### src/rtl/inv_addkey_mixcol_pkg.sv
// Shared AES constants and the state encoding for the inverse AddRoundKey/InvMixColumns stage.
package inv_addkey_mixcol_pkg;

   localparam int unsigned NB      = 4;
   localparam int unsigned STATE_W = 128;
   localparam int unsigned WORD_W  = STATE_W / NB;

   typedef enum logic [1:0] {
      ST_IDLE,
      ST_MIX,
      ST_DONE
   } state_e;

endpackage

### src/rtl/inv_addkey_mixcol_invmix.sv
// InvMixColumns on one 32-bit column; byte 0 sits in bits [0:7].
module invMix (
   input  logic [0:31] word_in,
   output logic [0:31] word_out
);

   function automatic logic [7:0] xtime(input logic [7:0] b);
      return {b[6:0], 1'b0} ^ (b[7] ? 8'h1b : 8'h00);
   endfunction

   logic [7:0] a  [4];
   logic [7:0] m9 [4];
   logic [7:0] mb [4];
   logic [7:0] md [4];
   logic [7:0] me [4];

   always_comb begin
      for (int unsigned i = 0; i < 4; i++) begin
         logic [7:0] x2, x4, x8;
         a[i]  = word_in[8*i +: 8];
         x2    = xtime(a[i]);
         x4    = xtime(x2);
         x8    = xtime(x4);
         m9[i] = x8 ^ a[i];
         mb[i] = x8 ^ x2 ^ a[i];
         md[i] = x8 ^ x4 ^ a[i];
         me[i] = x8 ^ x4 ^ x2;
      end
      word_out[0:7]   = me[0] ^ mb[1] ^ md[2] ^ m9[3];
      word_out[8:15]  = m9[0] ^ me[1] ^ mb[2] ^ md[3];
      word_out[16:23] = md[0] ^ m9[1] ^ me[2] ^ mb[3];
      word_out[24:31] = mb[0] ^ md[1] ^ m9[2] ^ me[3];
   end

endmodule

### src/rtl/inv_addkey_mixcol.sv
// Inverse-round back half: AddRoundKey on accept, then InvMixColumns over MIX_LANES columns per cycle.
module inv_addkey_mixcol
   import inv_addkey_mixcol_pkg::*;
#(
   parameter int unsigned MIX_LANES = 1
) (
   input  logic               clk,
   input  logic               rst_n,
   input  logic               in_valid,
   output logic               in_ready,
   input  logic [0:STATE_W-1] state_in,
   input  logic [0:STATE_W-1] round_key,
   input  logic               last_round,
   output logic               out_valid,
   input  logic               out_ready,
   output logic [0:STATE_W-1] state_out,
   output logic               busy
);

   if (!(MIX_LANES == 1 || MIX_LANES == 2 || MIX_LANES == 4)) begin : g_bad_lanes
      $error("inv_addkey_mixcol: MIX_LANES must be 1, 2 or 4");
   end

   state_e             state_q, state_d;
   logic [1:0]         col_q, col_d;
   logic [0:STATE_W-1] work_q, work_d;
   logic               last_q, last_d;

   logic [1:0]         lane_col [MIX_LANES];
   logic [0:WORD_W-1]  mix_in   [MIX_LANES];
   logic [0:WORD_W-1]  mix_out  [MIX_LANES];

   for (genvar l = 0; l < MIX_LANES; l++) begin : g_lane
      assign lane_col[l] = col_q + 2'(l);
      assign mix_in[l]   = work_q[WORD_W*lane_col[l] +: WORD_W];
      invMix u_inv_mix (
         .word_in  (mix_in[l]),
         .word_out (mix_out[l])
      );
   end

   always_comb begin
      state_d = state_q;
      col_d   = col_q;
      work_d  = work_q;
      last_d  = last_q;
      case (state_q)
         ST_IDLE: begin
            if (in_valid) begin
               work_d  = state_in ^ round_key;
               last_d  = last_round;
               col_d   = '0;
               state_d = last_round ? ST_DONE : ST_MIX;
            end
         end
         ST_MIX: begin
            for (int unsigned l = 0; l < MIX_LANES; l++) begin
               work_d[WORD_W*lane_col[l] +: WORD_W] = mix_out[l];
            end
            col_d = col_q + 2'(MIX_LANES);
            // The highest lane reaching column 3 marks the final MIX edge.
            if (last_q || lane_col[MIX_LANES-1] == 2'd3) begin
               state_d = ST_DONE;
            end
         end
         ST_DONE: begin
            if (out_ready) begin
               state_d = ST_IDLE;
            end
         end
         default: state_d = ST_IDLE;
      endcase
   end

   always_ff @(posedge clk or negedge rst_n) begin
      if (!rst_n) begin
         state_q <= ST_IDLE;
         col_q   <= '0;
         work_q  <= '0;
         last_q  <= 1'b0;
      end else begin
         state_q <= state_d;
         col_q   <= col_d;
         work_q  <= work_d;
         last_q  <= last_d;
      end
   end

   assign in_ready  = (state_q == ST_IDLE);
   assign out_valid = (state_q == ST_DONE);
   assign busy      = (state_q != ST_IDLE);
   assign state_out = (state_q == ST_DONE) ? work_q : '0;

endmodule

### config.mk
export PLATFORM = sky130hd
export DESIGN_NAME = inv_addkey_mixcol
export DESIGN_NICKNAME = d
export VERILOG_FILES = /design/src/rtl/inv_addkey_mixcol_pkg.sv /design/src/rtl/inv_addkey_mixcol_invmix.sv /design/src/rtl/inv_addkey_mixcol.sv
export SDC_FILE = /design/constraint.sdc
export NUM_CORES = 1
export LEC_CHECK = 0
export CAP_MARGIN = 10
export CORE_MARGIN = 5
export CORE_UTILIZATION = 40
export DETAILED_ROUTE_END_ITERATION = 12
export GPL_ROUTABILITY_DRIVEN = 1
export PLACE_DENSITY = 0.72
export SYNTH_ARGS = -nofsm -noshare
export SYNTH_HDL_FRONTEND = slang
export SYNTH_SLANG_ARGS = --single-unit
### constraint.sdc
create_clock -name clk -period 4.15 [get_ports clk]
set_clock_uncertainty 0.05 [all_clocks]
set_input_delay 0.415 -clock clk [delete_from_list [all_inputs] [get_ports clk]]
set_output_delay 0.415 -clock clk [all_outputs]
set_load 0.01 [all_outputs]
==> summary.md <==
| Metric | Value |
|---|---|
| Total GRT Usage | 0.267 |
| Crit-path max cell delay | 0.70 ns |
| Final hold vios | 0 |
| Cell mode on critical path | xnor3_1 |
| Placed cells | 1,776 |
| Slew HR | 0.304 |
| CTS tree | built |
| Vias in the first global route | 10,400 |
| CTS buffer count | 17 |
| Die height | 177 um |
| Slew @ Worst Pin | 1.04 ns |
| Syn Std Cell Area | 11,100 sq um |
| Skew-Pair Late Insertion Delay | 0.44 ns |
| Final Cycle Share | 0.842 |
| Antenna violations before repair | 0 |
| Worst slack, placed | 0.699 ns |
| Site Rows | 61 |
| Nets | 1,682 |
| Fraction of layout cells with a size suffix above 1 | 0.0832 |
| CTS sink cnt | 133 |
| WP buf/inv | 1 |
| Die area | 31,300 sq um |
| DRT iter0 DRCs | 928 |
| Min-delay worst type | primary input to async pin |
| Top Family by Delay on Critical Path | XOR/XNOR gates |
| Number of remaining DRC errors | 0 |
| Router iterations before antenna repair | 7 |
| Final setup viols | 0 |
| Worst-path clk slew | 0.07 ns |
| Yosys Warn Count | 0 |
| Synthesized area per cell | 10.4 sq um |
| Fin worst setup slack | 0.656 ns |
| Clock buffer depth | 2 |
| Total grt overflow | 0 |
| Cell Count, Final, Fillers Out | 1,808 |
| Post-DR wirelength/cell | 23.7 um |
| Initial core utilization | 0.403 |
| Routability cong. | 0.946 |
| # diodes | 0 |
| Chip Width | 177 um |
| Main flop type after synthesis | dfrtp_1 |
| RSZ-0062 raised after global routing | false |
| Critical Path AT | 3.77 ns |
| Critical Path Start Type | register |
| Register bit count reported by yosys | 133 |
| Min Tclk post-route | 3.49 ns |
| Post-CTS Setup Bufs | 0 |
| Via count | 10,100 |
| CORE AREA | 27,600 sq um |
| IO buf count | 391 |
| Setup crit end kind | register |
| Root Driver | clkbuf_16 |
| Post-cts sizing count | 0 |
| Status | completed |
| Cells along the critical path | buf_4 > mux4_2 > xnor2_2 > xnor3_1 > xnor3_1 > o221ai_1 > o21a_1 |
| Slowest stage cell on the critical path | mux4_2 |
| Yosys cell types | 38 |
| Post-Synthesis Cells | 1,076 |
| CP Max Fanout | 12 |
| Setup TNS | 0 ns |
| Worst Path Required | 4.42 ns |
| Register area share after synthesis | 0.299 |
| H-tree levels | 4 |
| Global-route wire length before repair | 63,400 um |
| Final Max Tran Viols | 0 |
| Number of synthesized flops with an enable pin | 0 |
| ANT nets after route | 0 |
| DRT Wirelength | 42,900 um |
| Cts hold-fix bufs | 0 |
| DP HPWL | 33,300 um |
| Number of vias per cell | 5.57 |
| Max Fclk | 0.286 GHz |
| Max_cap viols | 0 |
| Largest net degree at the start of global routing | 108 |
| Synth-to-Final Area Change | 42.7% |
| Syn nets | 1,341 |
| FFs w/ async S/R, synth | 1.00 |
| IO Pins | 392 |
| Critical path class | register to register |
## Yosys cell counts (all sizes together), types with 32 or more instances
cell type | count | area (sq um)
xnor2 | 235 | 2230
dfrtp | 133 | 3330
and2 | 128 | 801
nor3 | 80 | 400
o21ai | 74 | 370
a21oi | 72 | 360
clkbuf | 72 | 270
o21a | 56 | 420
o221ai | 56 | 490
xnor3 | 37 | 835
xor2 | 34 | 347
mux4 | 32 | 721
## final cells by class
class,count,area [sq um]
Fill cell,2430,11700
Multi-Input combinational cell,844,7390
Timing Repair Buffer,414,4110
Sequential cell,133,3330
Tap cell,378,473
Clock buffer,19,443
Clock inverter,13,120
Inverter,7,26.3
## final timing paths
kind | start | end | slack (ns) | depth (start not counted)
worst min-delay path | rst_n | work_q[18]$_DFFE_PN0P_ | 0.06 | 1
min in group clk | last_q$_DFFE_PN0P_ | state_q[0]$_DFFE_PN0P_ | 0.46 | 1
max in group asynchronous | rst_n | work_q[31]$_DFFE_PN0P_ | 2.96 | 2
worst max-delay path | col_q[0]$_DFFE_PN0P_ | work_q[46]$_DFFE_PN0P_ | 0.66 | 7
worst min register to register | last_q$_DFFE_PN0P_ | state_q[0]$_DFFE_PN0P_ | 0.46 | 1
worst max register to register | col_q[0]$_DFFE_PN0P_ | work_q[46]$_DFFE_PN0P_ | 0.66 | 7
## layout by cell type (no fill, tap or decap), types with 5 or more instances in the layout
master,instances
xnor2_1,221
o221ai_1,56
clkbuf_16,17
dfrtp_1,131
buf_4,21
inv_1,7
xnor3_1,36
xnor2_2,8
clkdlybuf4s50_1,390
xor3_1,5
nor3_1,80
and2_1,128
xnor2_4,6
o21ai_1,28
inv_6,5
xor2_1,29
o21ai_0,46
mux4_2,32
nand2_1,6
a21o_1,5
o21a_1,56
a21oi_1,68
## state kept, by name, indices dropped and copies added (netlist names)
name     flops
col_q        2
last_q       1
state_q      2
work_q     128
## per-layer routing
layer	track usage	vias to the layer above	wire length, um
li1	-	4487	-
met1	0.355	5030	17100
met2	0.440	465	21500
met3	0.0536	84	2980
met4	0.0828	0	1320
met5	0	-	0
## worst register-to-register path: stages (launching register included)
cell and delay (ns):
dfrtp_2 0.49, buf_4 0.31, mux4_2 0.70, xnor2_2 0.39, xnor3_1 0.56, xnor3_1 0.54
o221ai_1 0.18, o21a_1 0.17
## stage by stage
stage | utilization | instance area (sq um) | hold slack [ns]
3_5_place_dp | 0.555 | 15300 | 0.446
5_1_grt | 0.575 | 15900 | 0.172
6_report | 0.575 | 15900 | 0.0622
2_1_floorplan | - | 11100 | 0.0694
4_1_cts | 0.575 | 15900 | 0.132
3_3_place_gp | 0.555 | 15300 | 0.420
## cell families (layout without fill, tap and decap cells)
family,after synthesis,after routing,synth area share
AO/OA/AOI/OAI,270,270,0.155
multiplexers,34,34,0.0667
XOR/XNOR,312,312,0.319
AND/OR/NAND/NOR,224,224,0.115
buffers and inverters,99,453,0.0407
flip-flops,133,133,0.299
adder cells (fa/ha/maj),4,4,0.00449
Power is not shown: default switching activity piles up to over one toggle a cycle in this logic, so the estimate is an artifact.
